<file path="config.mk">
export PLATFORM = sky130hd
export DESIGN_NAME = led_mode_sequencer
export DESIGN_NICKNAME = d
export VERILOG_FILES = /design/src/rtl/led_mode_sequencer.sv
export SDC_FILE = /design/constraint.sdc
export NUM_CORES = 1
export LEC_CHECK = 0
export ABC_AREA = 1
export BUFFER_PORTS_ARGS = -buffer_cell sky130_fd_sc_hd__buf_4
export CORE_MARGIN = 2
export CORE_UTILIZATION = 30
export DETAILED_ROUTE_END_ITERATION = 10
export PLACE_DENSITY = 0.5
export SYNTH_ARGS = -nofsm -noshare
export SYNTH_HDL_FRONTEND = slang
export SYNTH_SLANG_ARGS = --single-unit
</file>
<file path="constraint.sdc">
create_clock -name clk_200mhz -period 1.4 [get_ports clk_200mhz]
set_clock_uncertainty 0.05 [all_clocks]
set_input_delay 0.14 -clock clk_200mhz [delete_from_list [all_inputs] [get_ports clk_200mhz]]
set_output_delay 0.14 -clock clk_200mhz [all_outputs]
set_load 0.02 [all_outputs]
</file>
<file path="src/rtl/led_mode_sequencer.sv">
`default_nettype none
// ============================================================================
//  Module      : led_mode_sequencer
//  Description : BtnU-driven LED pattern controller. Debounces the button and
//                cycles OFF / SOLID / BLINK_SLOW / BLINK_FAST / CHASE, all
//                paced by a shared prescaler tick.
//  Revision    : 1.0 - initial release
// ============================================================================
module led_mode_sequencer #(
    parameter int unsigned TICK_MAX     = 20_000_000 - 1,
    parameter int unsigned DEBOUNCE_MAX = 2_000_000 - 1,
    parameter int unsigned SLOW_TICKS   = 5,
    parameter int unsigned FAST_TICKS   = 1,
    parameter int unsigned NUM_LEDS     = 8
) (
    input  logic                clk_200mhz,
    input  logic                reset,
    input  logic                btn_mode,
    output logic [NUM_LEDS-1:0] leds,
    output logic [2:0]          mode
);

    localparam int unsigned c_PRE_W = $clog2(TICK_MAX + 1);
    localparam int unsigned c_DB_W  = $clog2(DEBOUNCE_MAX + 1);
    localparam int unsigned c_PH_W  = $clog2(SLOW_TICKS + 1);
    localparam int unsigned c_POS_W = $clog2(NUM_LEDS);

    localparam logic [c_PRE_W-1:0]  c_TICK_LAST = c_PRE_W'(TICK_MAX);
    localparam logic [c_DB_W-1:0]   c_DB_LAST   = c_DB_W'(DEBOUNCE_MAX);
    localparam logic [c_PH_W-1:0]   c_SLOW_LAST = c_PH_W'(SLOW_TICKS - 1);
    localparam logic [c_PH_W-1:0]   c_FAST_LAST = c_PH_W'(FAST_TICKS - 1);
    localparam logic [c_POS_W-1:0]  c_POS_LAST  = c_POS_W'(NUM_LEDS - 1);
    localparam logic [NUM_LEDS-1:0] c_LED_ONE   = NUM_LEDS'(1);

    localparam logic [2:0] c_MODE_OFF        = 3'd0;
    localparam logic [2:0] c_MODE_SOLID      = 3'd1;
    localparam logic [2:0] c_MODE_BLINK_SLOW = 3'd2;
    localparam logic [2:0] c_MODE_BLINK_FAST = 3'd3;
    localparam logic [2:0] c_MODE_CHASE      = 3'd4;

    logic                r_sync1;
    logic                r_sync2;
    logic                r_db;
    logic                r_db_q;
    logic [c_DB_W-1:0]   r_db_cnt;
    logic [c_PRE_W-1:0]  r_prescale;
    logic [c_PH_W-1:0]   r_phase;
    logic                r_blink;
    logic [c_POS_W-1:0]  r_chase_pos;
    logic [2:0]          r_mode;
    logic [NUM_LEDS-1:0] r_leds;

    logic                w_rise;
    logic                w_tick;
    logic                w_wrap;
    logic [c_PH_W-1:0]   w_phase_last;
    logic [2:0]          w_mode_next;
    logic [NUM_LEDS-1:0] w_leds_next;

    // Synchronizer and debounce: db only follows s2 after it has differed
    // for DEBOUNCE_MAX+1 consecutive cycles.
    always_ff @(posedge clk_200mhz) begin
        if (reset) begin
            r_sync1  <= 1'b0;
            r_sync2  <= 1'b0;
            r_db     <= 1'b0;
            r_db_q   <= 1'b0;
            r_db_cnt <= '0;
        end else begin
            r_sync1 <= btn_mode;
            r_sync2 <= r_sync1;
            r_db_q  <= r_db;
            if (r_sync2 != r_db) begin
                if (r_db_cnt == c_DB_LAST) begin
                    r_db     <= r_sync2;
                    r_db_cnt <= '0;
                end else begin
                    r_db_cnt <= r_db_cnt + 1'b1;
                end
            end else begin
                r_db_cnt <= '0;
            end
        end
    end

    assign w_rise = r_db & ~r_db_q;

    // A mode advance suppresses the tick so the new mode starts from a clean slate.
    assign w_tick = (r_prescale == c_TICK_LAST) && !w_rise;

    always_comb begin
        w_phase_last = c_FAST_LAST;
        if (r_mode == c_MODE_BLINK_SLOW) begin
            w_phase_last = c_SLOW_LAST;
        end
    end

    assign w_wrap = w_tick && (r_phase == w_phase_last);

    always_comb begin
        w_mode_next = c_MODE_SOLID;
        case (r_mode)
            c_MODE_OFF:        w_mode_next = c_MODE_SOLID;
            c_MODE_SOLID:      w_mode_next = c_MODE_BLINK_SLOW;
            c_MODE_BLINK_SLOW: w_mode_next = c_MODE_BLINK_FAST;
            c_MODE_BLINK_FAST: w_mode_next = c_MODE_CHASE;
            c_MODE_CHASE:      w_mode_next = c_MODE_OFF;
            default:           w_mode_next = c_MODE_SOLID;
        endcase
    end

    always_ff @(posedge clk_200mhz) begin
        if (reset) begin
            r_mode      <= c_MODE_OFF;
            r_prescale  <= '0;
            r_phase     <= '0;
            r_blink     <= 1'b0;
            r_chase_pos <= '0;
        end else if (w_rise) begin
            r_mode      <= w_mode_next;
            r_prescale  <= '0;
            r_phase     <= '0;
            r_blink     <= 1'b0;
            r_chase_pos <= '0;
        end else begin
            r_prescale <= w_tick ? '0 : r_prescale + 1'b1;
            if (w_wrap) begin
                r_phase <= '0;
                if ((r_mode == c_MODE_BLINK_SLOW) || (r_mode == c_MODE_BLINK_FAST)) begin
                    r_blink <= ~r_blink;
                end
                if (r_mode == c_MODE_CHASE) begin
                    r_chase_pos <= (r_chase_pos == c_POS_LAST) ? '0 : r_chase_pos + 1'b1;
                end
            end else if (w_tick) begin
                r_phase <= r_phase + 1'b1;
            end
        end
    end

    always_comb begin
        w_leds_next = '0;
        case (r_mode)
            c_MODE_SOLID:      w_leds_next = '1;
            c_MODE_BLINK_SLOW: w_leds_next = {NUM_LEDS{r_blink}};
            c_MODE_BLINK_FAST: w_leds_next = {NUM_LEDS{r_blink}};
            c_MODE_CHASE:      w_leds_next = c_LED_ONE << r_chase_pos;
            default:           w_leds_next = '0;
        endcase
    end

    always_ff @(posedge clk_200mhz) begin
        if (reset) begin
            r_leds <= '0;
        end else begin
            r_leds <= w_leds_next;
        end
    end

    assign leds = r_leds;
    assign mode = r_mode;

endmodule
`default_nettype wire

</file>
* After elaboration in Yosys (flattened, before gate mapping)
Index checks and enable logic that the tools add are counted.
** Cells by class
- Add/sub/neg operators :: 4
- Eq/ne operators :: 9
- Shift-type cells :: 1
- Muxes and demuxes :: 4
- Bitwise operators :: 4
- Reduce and logical (&&, ||, !) cells :: 12
** Operator list (count)
- $add A25 B1 Y25 const B :: 1
- $eq A25 B25 Y1 const B :: 1
- $pmux W8 S3 :: 1
- $add A21 B1 Y21 const B :: 1
- $eq A21 B21 Y1 const B :: 1
- $pmux W3 S4 :: 1
- $reduce_or A3 Y1 :: 3
- $shl A1 B3 Y8 const A :: 1
- $add A3 B1 Y3 const B :: 2
- $eq A3 B2 Y1 const B :: 2
- $eq A3 B3 Y1 const B :: 2
- $mux W3 :: 2
- $reduce_and A2 Y1 :: 3
- $reduce_or A2 Y1 :: 2
- $eq A3 B1 Y1 const B :: 1
- $eq A3 B3 Y1 :: 1
- $not A1 Y1 :: 3
- $logic_and A1 B1 Y1 :: 2
- $and A1 B1 Y1 :: 1
- $logic_not A1 Y1 :: 1
- $logic_or A1 B1 Y1 :: 1
- $ne A1 B1 Y1 :: 1
** Word-level totals
- Bits in registers :: 68
- Input bits :: 3
- Output and inout bits :: 11
- Logic and storage cells :: 45

* Logic depth before layout (Yosys ltp)
Gate-level depths: netlist (run 1).
- Depth in word-level cells :: 6
- Mapped depth :: 11
- Gate-level depth less buffers :: 11

* Least setup slack after synthesis (run 1)
No wires, ideal clock.
- Kind :: reg-to-reg
- Start point :: reg r_prescale[0]
- End point :: reg r_prescale[13]
- Library setup time :: 0.114 ns
- Arrival :: 1.349 ns
- Data required time :: 1.236 ns
- Path slack :: -0.113 ns
- Cell stages (with the launch flop) :: 12
- Clock period less this slack :: 1.513 ns
- Path through :: dfxtp_1 > ha_1 > nand2_1 > nor2_4 > nand2_2 > inv_4 > nand2_4 > nor2_8 > nor2_4 > inv_6 > buf_6 > nor2_1
** Between the ends
- Cells in the longest elaborated chain, start to end :: 3
- Elaborated cells between the ends (all ways) :: 4
** RTL lines
- start, declared :: RTL line 46 : logic [c_PRE_W-1:0] r_prescale;
- start signal, assigned :: RTL line 126 : r_prescale <= w_tick ? '0 : r_prescale + 1'b1;
- branches (longest 3 deep; another with $add A25 B1 Y25)
Several ways; the timed one is not identified.
A chain may end at the register's enable or synchronous reset.

* Worst setup path after layout (run 1)
- Start point :: reg r_db_cnt[1]
- End point :: reg r_db_cnt[16]
** Between the ends
- Cells in the longest elaborated chain, start to end :: 2
- Elaborated cells between the ends (all ways) :: 3
** RTL lines
- start, declared :: RTL line 45 : logic [c_DB_W-1:0] r_db_cnt;
- start signal, assigned :: RTL line 78 : r_db_cnt <= r_db_cnt + 1'b1;
- branches (longest 2 deep; another with $add A21 B1 Y21)
Several ways; the timed one is not identified.

==> results_dict.tcl, run 1 <==
set metrics [dict create \
    status "complete, but fails checks" \
    violations "negative setup slack" \
    cts_tree "yes" \
    reg2reg_from "r_db_cnt[1]$_SDFF_PP0_" \
    num_rows 38 \
    min_path_type "primary input to register" \
    via_per_inst 4.48 \
    synth_cells 476 \
    antenna_found_initial 0 \
    nFillCells 1083 \
    post-place-cells 699 \
    min-delay-start "reset" \
    dp_slack_ns -0.184 \
    synth-main-ff-cell "dfxtp_1" \
    dr_wl_met2_um 4170 \
    path_max_fanout 5 \
    clk_latency_ns 0.37 \
    grt_overflow_total 0 \
    initial_utilization_pct 30.8 \
    relSlewSlack_pct 74.2 \
    ys_seq_elements 68 \
    dr_wl_met3_um 221 \
    syn2layout_area_growth_pct 50.4 \
    synthTopCellsByCount "nand2_1 (99), nor2_1 (85), dfxtp_1 (68), inv_1 (58), a21oi_1 (27)" \
    routed-via-count 3289 \
    syn_area_um2 3350 \
    wl_per_cell_um 11.7 \
    die_area_um2 12000 \
    ir_drop_v 0.000595 \
    rsz0062_at_grt "yes" \
    cts_buffers 9 \
    power.leakage_nw 2.03 \
    critical_path.endpoint_type "register" \
    grt_max_degree 14 \
    synth_top_area_share_pct 40.6 \
    synth-edff-count 0 \
    drt-pass1-iter-count 4 \
    hold_depth 4 \
    die_h_um 110 \
    cts_sinks 68 \
    worst-r2r-cell-count 8 \
    holdPathEnd "r_db$_SDFFE_PP0P_" \
    ios 14 \
    crit_type "register to register" \
    pwr-share-seq_pct 47.4 \
    coreArea_um2 10900 \
    synth.most_common_cell "nand2_1" \
    drv_cap 0 \
    synth_largest_area_cell "dfxtp_1" \
    wl_met1_um 4060 \
    power_frac_clock_pct 49.7 \
    timing.final.crit_share_pct 110 \
    drc 0 \
    root_buffer "clkbuf_8" \
    cp.arrival_ns 1.76 \
    layout-drive-gt1-share_pct 37.9 \
    synth_cell_type_count 35 \
    required_ns 1.61 \
    nNetsFinal 602 \
    die_x_um 110 \
    synth.net_count 489 \
    track_usage_pct 14.6 \
    routed_wl_um 8580 \
    top_layer "met4" \
    clk_path_buf_depth 2 \
    comb_power_share_pct 3.0 \
    instances_no_fill 734 \
    drt-initial-drc-count 180 \
    multi_input_area_um2 2080 \
    fin_ws_ns -0.142 \
    p_sw_w 0.000930 \
    hold_viol_final 0 \
    regArea_um2 1380 \
    dp_hpwl_um 5800 \
    yosysSeqAreaShare_pct 40.6 \
    gp_congestion 0.797 \
    finalMaxSlewViolations 0 \
    p_int_w 0.00320 \
    min_period_ns 1.54 \
    async_flop_share_pct 0 \
    worstMarginPinSlew_ns 0.386 \
    synth_area_per_cell_um2 7.05 \
    antenna_cells 0 \
    finish.utilization_pct 46.3 \
    crit_path_start_kind "register" \
    grt_pass1_wl_um 13700 \
    io_buffers 13 \
    setup_violations 47 \
    cellPowerDensity_nw_per_um2 817 \
    antenna_left 0 \
    swShare_pct 22.5 \
    regToRegEndpoint "r_db_cnt[16]$_SDFF_PP0_" \
    ys_top_cells_by_area "dfxtp_1 (41%), nand2_1 (11%), nor2_1 (9.5%)" \
    max_freq_mhz 649 \
    clkTransAtPathRegs_ns 0.08 \
    ys_warn_count 0 \
    grt_pass1_vias 3028 \
    reg2reg_slack_ns -0.14 \
    htreeDepth 3 \
]
## final cells by class
cell class,count,area share (%)
Clock buffer,9,2.45
Timing Repair inverter,1,0.322
Inverter,66,5.11
Tap cell,140,3.47
Multi-Input combinational cell,337,41.1
Timing Repair Buffer,106,17.8
Clock inverter,7,2.45
Sequential cell,68,27.3
## routing by layer
metal,vias to the layer above,global-route usage [%]
met5,-,0
met4,0,5.42
met3,8,4.09
met2,30,24.1
met1,1519,18.2
li1,1732,-
## worst max path at each step
stage	from	endpoint	slack (ns)
after floorplan	r_prescale[1]$_SDFF_PP0_	r_prescale[5]$_SDFF_PP0_	-0.09
after global placement	r_prescale[1]$_SDFF_PP0_	r_prescale[15]$_SDFF_PP0_	-0.16
after detailed placement	r_prescale[1]$_SDFF_PP0_	r_prescale[12]$_SDFF_PP0_	-0.18
after CTS	r_prescale[0]$_SDFF_PP0_	r_prescale[6]$_SDFF_PP0_	-0.09
after global routing	r_prescale[0]$_SDFF_PP0_	r_chase_pos[1]$_SDFFE_PP0P_	-0.20
final	r_db_cnt[1]$_SDFF_PP0_	r_db_cnt[16]$_SDFF_PP0_	-0.14
## cell usage in the layout (no fill, tap or decap), types with 4 or more instances in the layout
cell	instances
a21oi_1	20
a21oi_2	7
buf_12	4
buf_4	94
clkbuf_8	9
dfxtp_1	57
dfxtp_2	11
dlygate4sd3_1	4
ha_1	8
inv_1	58
inv_2	6
nand2_1	85
nand2_2	10
nand2_4	6
nand3_1	22
nand3_2	4
nand4_1	10
nor2_1	60
nor2_2	22
nor2_4	13
nor3_1	13
nor3_2	8
nor3_4	4
o21ai_1	4
xor2_1	13
## power by group through the flow
stage / combinational, W / sequential, W / clock, W
2_1_floorplan: 0.0000514 / 0.00200 / 0
6_report: 0.000122 / 0.00195 / 0.00205
5_1_grt: 0.000134 / 0.00195 / 0.00217
4_1_cts: 0.000112 / 0.00195 / 0.00211
3_5_place_dp: 0.0000752 / 0.00200 / 0
3_3_place_gp: 0.0000732 / 0.00200 / 0
## registers in the layout, summed over array words and instances (netlist names)
signal and count:
r_phase 3, r_sync1 1, r_blink 1, mode 3
r_db_cnt 21, r_chase_pos 3, r_db 1, r_sync2 1
r_db_q 1, leds 8, r_prescale 25
## through the flow
stage | cell area (um2) | hold slack [ns] | setup TNS [ns] | power (W)
2_1_floorplan | 3460 | 0.168 | -1.10 | 0.00205
3_3_place_gp | 4270 | 0.290 | -4.35 | 0.00207
3_5_place_dp | 4270 | 0.312 | -5.43 | 0.00207
4_1_cts | 4800 | 0.0246 | -3.61 | 0.00418
5_1_grt | 5050 | 0.0614 | -8.01 | 0.00426
6_report | 5050 | 0.0551 | -4.21 | 0.00413
## what timing repair did
action	CTS	global route
hold buffers	4	0
gates resized for setup	33	57
pin swaps	15	10
setup buffers	8	5
gates cloned	2	2
hold endpoints to repair	11	0
endpoints found under the setup margin	54	62
## cell families (layout without fill, tap and decap cells)
| group | after synthesis | after routing | share of synthesized area [%] |
|---|---|---|---|
| compound gates | 41 | 41 | 6.34 |
| xor+xnor | 16 | 16 | 4.18 |
| flops | 68 | 68 | 40.6 |
| simple gates | 270 | 270 | 36.7 |
| buf+inv | 71 | 189 | 8.50 |
| fa+ha+maj | 10 | 10 | 3.73 |
## worst max-delay path, stage by stage (launching register included)
cell and delay, ns:
dfxtp_2 0.36, ha_4 0.15, nand2_4 0.05, nor3_4 0.17, nand4_1 0.19, nand2_2 0.16, buf_6 0.14, clkbuf_16 0.14
nor2_1 0.04
Power figures use the tool's default switching activity.
==> inputs of run 2 (changes only) <==
- PLACE_DENSITY: 0.5 -> 0.49
- clock period: 1.4 -> 1.6 ns (I/O delays scaled with it)
==> run 2 against run 1 <==
Net effect: the flow now finishes without violations; combinational power shrank 25%; routed wire length fell by 13%; count of clock-buffer cells in the layout grew 1.
==> results_dict.tcl, run 2 (synthesis gave the netlist of run 1 again) <==
set metrics [dict create \
    min_period_ns 1.55 \
    crit_path_cell_trace "ha_4, nand2_4, nor2_4, nand2_4, inv_4, nand2_4, nor2_8, nor2_4, buf_12, clkinv_8, nor3_1" \
    max_freq_mhz 644 \
    clk_latency_ns 0.35 \
    worst_path_max_delay_cell "dfxtp_2" \
    placed_area_um2 3770 \
    ios 14 \
    routed-via-count 3002 \
    cp.arrival_ns 1.77 \
    io_buffers 13 \
    relSlewSlack_pct 58.3 \
    die_h_um 110 \
    cp_num_buf_inv 3 \
    gp_congestion 0.800 \
    setup_violations 0 \
    crit_type "register to register" \
    hold_viol_final 0 \
    clkTransAtPathRegs_ns 0.07 \
    rsz0062_at_grt "yes" \
    htreeDepth 3 \
    critPathMostFrequentCell "nand2_4" \
    coreArea_um2 10900 \
    slowest_delay_ns 0.34 \
    layout_common_cells "nand2_1 (92), nor2_1 (79), dfxtp_1 (60), inv_1 (58), buf_4 (38)" \
    layout_commonest_cell "nand2_1" \
    critical_path.endpoint_type "register" \
    routed_wl_um 7490 \
    hold_ws_ns 0.0377 \
    cts_tree "yes" \
    layout-drive-gt1-share_pct 23.5 \
    fin_area_um2 4280 \
    cts_sinks 68 \
    drt-initial-drc-count 131 \
    largest_reg_flops 25 \
    ir_drop_v 0.000550 \
    path_delay_family "simple AND/OR/NAND/NOR gates" \
    antenna_cells 0 \
    drc 0 \
    clk_path_buf_depth 2 \
    post-place-cells 646 \
    power.leakage_nw 1.65 \
    root_buffer "clkbuf_8" \
    path_max_fanout 9 \
    via_per_inst 4.47 \
    die_x_um 110 \
    drt-pass1-iter-count 4 \
    instances_no_fill 671 \
    grt_pass1_wl_um 12500 \
    timing.final.crit_share_pct 97.0 \
    grt_pass1_vias 2791 \
    status "finished, final reports clean" \
    nNetsFinal 540 \
    cts_buffers 9 \
    initial_utilization_pct 30.8 \
    die_area_um2 12000 \
    fin_ws_ns 0.0480 \
    antenna_found_initial 0 \
    top_register "r_prescale" \
    dp_slack_ns -0.0398 \
    min_path_type "primary input to register" \
    antenna_left 0 \
    worstMarginPinSlew_ns 0.626 \
    grt_max_degree 21 \
    cellPowerDensity_nw_per_um2 747 \
    syn2layout_area_growth_pct 27.6 \
    track_usage_pct 13.3 \
    dp_hpwl_um 5330 \
    grt_overflow_total 0 \
    finish.utilization_pct 39.3 \
    finalMaxSlewViolations 0 \
    drv_cap 0 \
    required_ns 1.82 \
    num_rows 38 \
    crit_path_start_kind "register" \
    wl_per_cell_um 11.2 \
]
[run 2: worst paths after layout]
path	slack, ns	cells past startpoint	from	endpoint
hold reg to reg	0.36	2	r_sync1$_SDFF_PP0_	r_sync2$_SDFF_PP0_
setup / recovery	0.05	11	r_prescale[0]$_SDFF_PP0_	r_prescale[12]$_SDFF_PP0_
hold / removal	0.04	2	reset	leds[5]$_SDFF_PP0_
setup reg to reg	0.05	11	r_prescale[0]$_SDFF_PP0_	r_prescale[12]$_SDFF_PP0_
[run 2: repair_timing]
item | in CTS | in global routing
endpoints found under the setup margin | 3 | 54
resized for setup | 6 | 59
buffers inserted | 3 | 17
cloned | 1 | 1
hold buffers | 1 | 0
endpoints found under the hold margin | 1 | 0
pin swaps | 2 | 15
[run 2: per-stage QoR]
step	TNS, ns	total power (W)
floorplan	0	0.00178
global placement	0	0.00180
detailed placement	-0.0916	0.00181
CTS	0	0.00324
global route	-0.757	0.00333
finish	0	0.00320
[run 2: final cells by class]
cell class              instances  area, um2
multi-input cells             337       1900
flip-flops and latches         68       1370
repair buffers                 43        358
fillers                      1162       6610
inverters                      66        263
clock buffers                  10        138
repair inverters                2       27.5
clock inverters                 5       52.6
well taps                     140        175
[run 2: layer usage]
metal / share of wire, % / GRT usage, % / vias to the layer above / wire (um)
met4: 1.8 / 4.79 / 0 / 136
met5: 0 / 0 / - / 0
met1: 49 / 16.9 / 1345 / 3690
met3: 2.8 / 3.85 / 13 / 211
li1: - / - / 1615 / -
met2: 46 / 21.6 / 29 / 3450
[run 2: power by group]
group	switching, W	internal, W	total (W)
Combinational	0.0000528	0.0000381	0.0000909
Sequential	0.00000940	0.00170	0.00171
Clock	0.000651	0.000745	0.00140
[run 2: worst register-to-register path: stages, from the launching register on]
cell and delay, ns:
dfxtp_2 0.34, ha_4 0.17, nand2_4 0.07, nor2_4 0.05, nand2_4 0.09, inv_4 0.05
nand2_4 0.08, nor2_8 0.05, nor2_4 0.12, buf_12 0.18, clkinv_8 0.08, nor3_1 0.16
==> inputs of run 3 (changes only) <==
- ABC_AREA: 1 -> default
==> run 3 against run 2 <==
Net effect: the flow now finishes with violations (negative setup slack); synthesized cell count shrank 28%; combinational power grew 25%; worst hold slack lost 0.0082 ns.
==> results_dict.tcl, run 3 <==
set metrics [dict create \
    ys_warn_count 0 \
    instances_no_fill 564 \
    synth_area_per_cell_um2 8.75 \
    setup_violations 37 \
    syn2layout_area_growth_pct 40.4 \
    die_x_um 104 \
    crit_path_start_kind "register" \
    cts_sinks 68 \
    clk_latency_ns 0.34 \
    cts_buffers 9 \
    wl_per_cell_um 11.8 \
    synth-edff-count 0 \
    max_freq_mhz 513 \
    async_flop_share_pct 0 \
    synth_cells 345 \
    routed_wl_um 6640 \
    synth_xor_area_share_pct 11.6 \
    timing.final.crit_share_pct 122 \
    syn_area_um2 3020 \
    coreArea_um2 9770 \
    synth_largest_area_cell "dfxtp_1" \
    synth_simple_gate_area_share_pct 29.9 \
    cp.arrival_ns 2.18 \
    fin_area_um2 4240 \
    clkTransAtPathRegs_ns 0.07 \
    antenna_cells 0 \
    htreeDepth 3 \
    dp_slack_ns -0.420 \
    layout-drive-gt1-share_pct 31.6 \
    worstMarginPinSlew_ns 0.474 \
    rsz0062_at_grt "yes" \
    dp_hpwl_um 4610 \
    critical_path.endpoint_type "register" \
    antenna_left 0 \
    layout_commonest_cell "buf_4" \
    drv_cap 0 \
    synth.most_common_cell "dfxtp_1" \
    crit_start "r_prescale[1]$_SDFF_PP0_" \
    path_max_fanout 4 \
    placed_area_um2 3790 \
    grt_pass1_wl_um 11100 \
    cellPowerDensity_nw_per_um2 701 \
    synth_fa_ha_area_share_pct 4.14 \
    synth_top_family_by_area "simple AND/OR/NAND/NOR gates" \
    grt_pass1_vias 2509 \
    fin_ws_ns -0.350 \
    via_per_inst 4.62 \
    reg2reg_from "r_prescale[1]$_SDFF_PP0_" \
    min-delay-start "reset" \
    hold_viol_final 0 \
    num_rows 36 \
    min_period_ns 1.95 \
    relSlewSlack_pct 68.3 \
    synth_top_area_share_pct 45.1 \
    drt-pass1-iter-count 4 \
    drt-initial-drc-count 78 \
    synth_compound_gate_area_share_pct 4.35 \
    finalMaxSlewViolations 0 \
    synth_cell_type_count 38 \
    required_ns 1.83 \
    nNetsFinal 443 \
    synth-main-ff-cell "dfxtp_1" \
    status "complete, but fails checks" \
    violations "negative setup slack" \
    drc 0 \
    synthTopCellsByCount "dfxtp_1 (68), nor2_1 (53), nand2_1 (32), xor2_1 (31), nand3_1 (22)" \
    gp_congestion 0.737 \
    nFillCells 994 \
    layout_common_cells "buf_4 (78), dfxtp_1 (60), nor2_1 (45), xor2_1 (31), nand2_1 (30)" \
    power.leakage_nw 1.62 \
    antenna_found_initial 0 \
    crit_type "register to register" \
    ys_seq_elements 68 \
    min_path_type "primary input to register" \
    die_h_um 104 \
    yosysSeqAreaShare_pct 45.1 \
    synthMuxAreaShare_pct 2.36 \
    ir_drop_v 0.000326 \
    top_register "r_prescale" \
    cts_tree "yes" \
    post-place-cells 544 \
    ys_top_cells_by_area "dfxtp_1 (45%), xor2_1 (9.0%), nor2_1 (6.6%)" \
    routed-via-count 2604 \
    ios 14 \
    grt_overflow_total 0 \
    track_usage_pct 12.6 \
    die_area_um2 10900 \
    grt_max_degree 18 \
    io_buffers 13 \
    initial_utilization_pct 30.9 \
    clk_path_buf_depth 2 \
    synth.net_count 358 \
    root_buffer "clkbuf_8" \
    largest_reg_flops 25 \
]
==> run 3: changes by cell type after synthesis, sizes merged, moves of 10 or more <==
cell / delta
inv: -58
nand2: -69
xor2: +17
nor3: -18
nor2: -43
a21oi: -10
==> run 3: area by class of cell <==
type                       instances  area, um2  share of cell area (%)
timing repair buffer              86        736                    17.4
sequential                        68       1370                    32.4
inverter                           8       30.0                   0.708
clock buffer                      12        145                    3.42
multi-input combinational        257       1790                    42.2
tap                              133        166                    3.92
==> run 3: path summary, 6_finish.rpt <==
kind,depth (start not counted),to,slack (ns)
min reg2reg,1,r_sync2$_SDFF_PP0_,0.39
min,2,r_db$_SDFFE_PP0P_,0.03
max,6,r_blink$_SDFFE_PP0P_,-0.35
max reg2reg,6,r_blink$_SDFFE_PP0P_,-0.35
==> run 3: power breakdown <==
part	switching (W)	internal, W
clock	0.000576	0.000572
combinational	0.0000531	0.0000612
sequential	0.00000833	0.00170
==> run 3: metrics by stage <==
stage | power, W | hold WS [ns] | util, % | TNS, ns
after global placement | 0.00183 | 0.345 | 38.8 | -6.88
final | 0.00297 | 0.0295 | 43.4 | -7.32
after floorplan | 0.00179 | 0.238 | - | -5.51
after detailed placement | 0.00183 | 0.355 | 38.8 | -7.75
after CTS | 0.00301 | 0.0231 | 41.3 | -7.51
after global routing | 0.00310 | 0.0388 | 43.4 | -10.74
==> run 3: metal layers <==
layer / GRT usage [%] / routed length [um] / vias up
li1: - / - / 1348
met5: 0 / 0 / -
met3: 3.01 / 176 / 10
met1: 16.1 / 3220 / 1222
met4: 5.60 / 106 / 0
met2: 20.0 / 3130 / 24
==> run 3: timing repair <==
item / in CTS / in global routing
hold endpoints to repair: 1 / 0
pin swaps: 2 / 13
hold buffers: 1 / 0
endpoints found under the setup margin: 29 / 57
cloned: 1 / 2
setup buffers: 5 / 1
gates resized for setup: 12 / 36
==> run 3: critical path, cell delays in order, from the launching register on <==
cell,delay (ns)
dfxtp_4,0.37
ha_4,0.13
and4_4,0.20
nand4_1,0.12
or4_4,0.46
or4_4,0.43
a21oi_2,0.13
==> run 3: cells by family after synthesis <==
| family | Yosys count |
|---|---|
| adders and majority gates | 10 |
| xor gates and xnor gates | 40 |
| muxes | 7 |
| buffers and inverters | 20 |
| AOI/OAI and AO/OA | 24 |
| DFF | 68 |
| and+or+nand+nor | 176 |
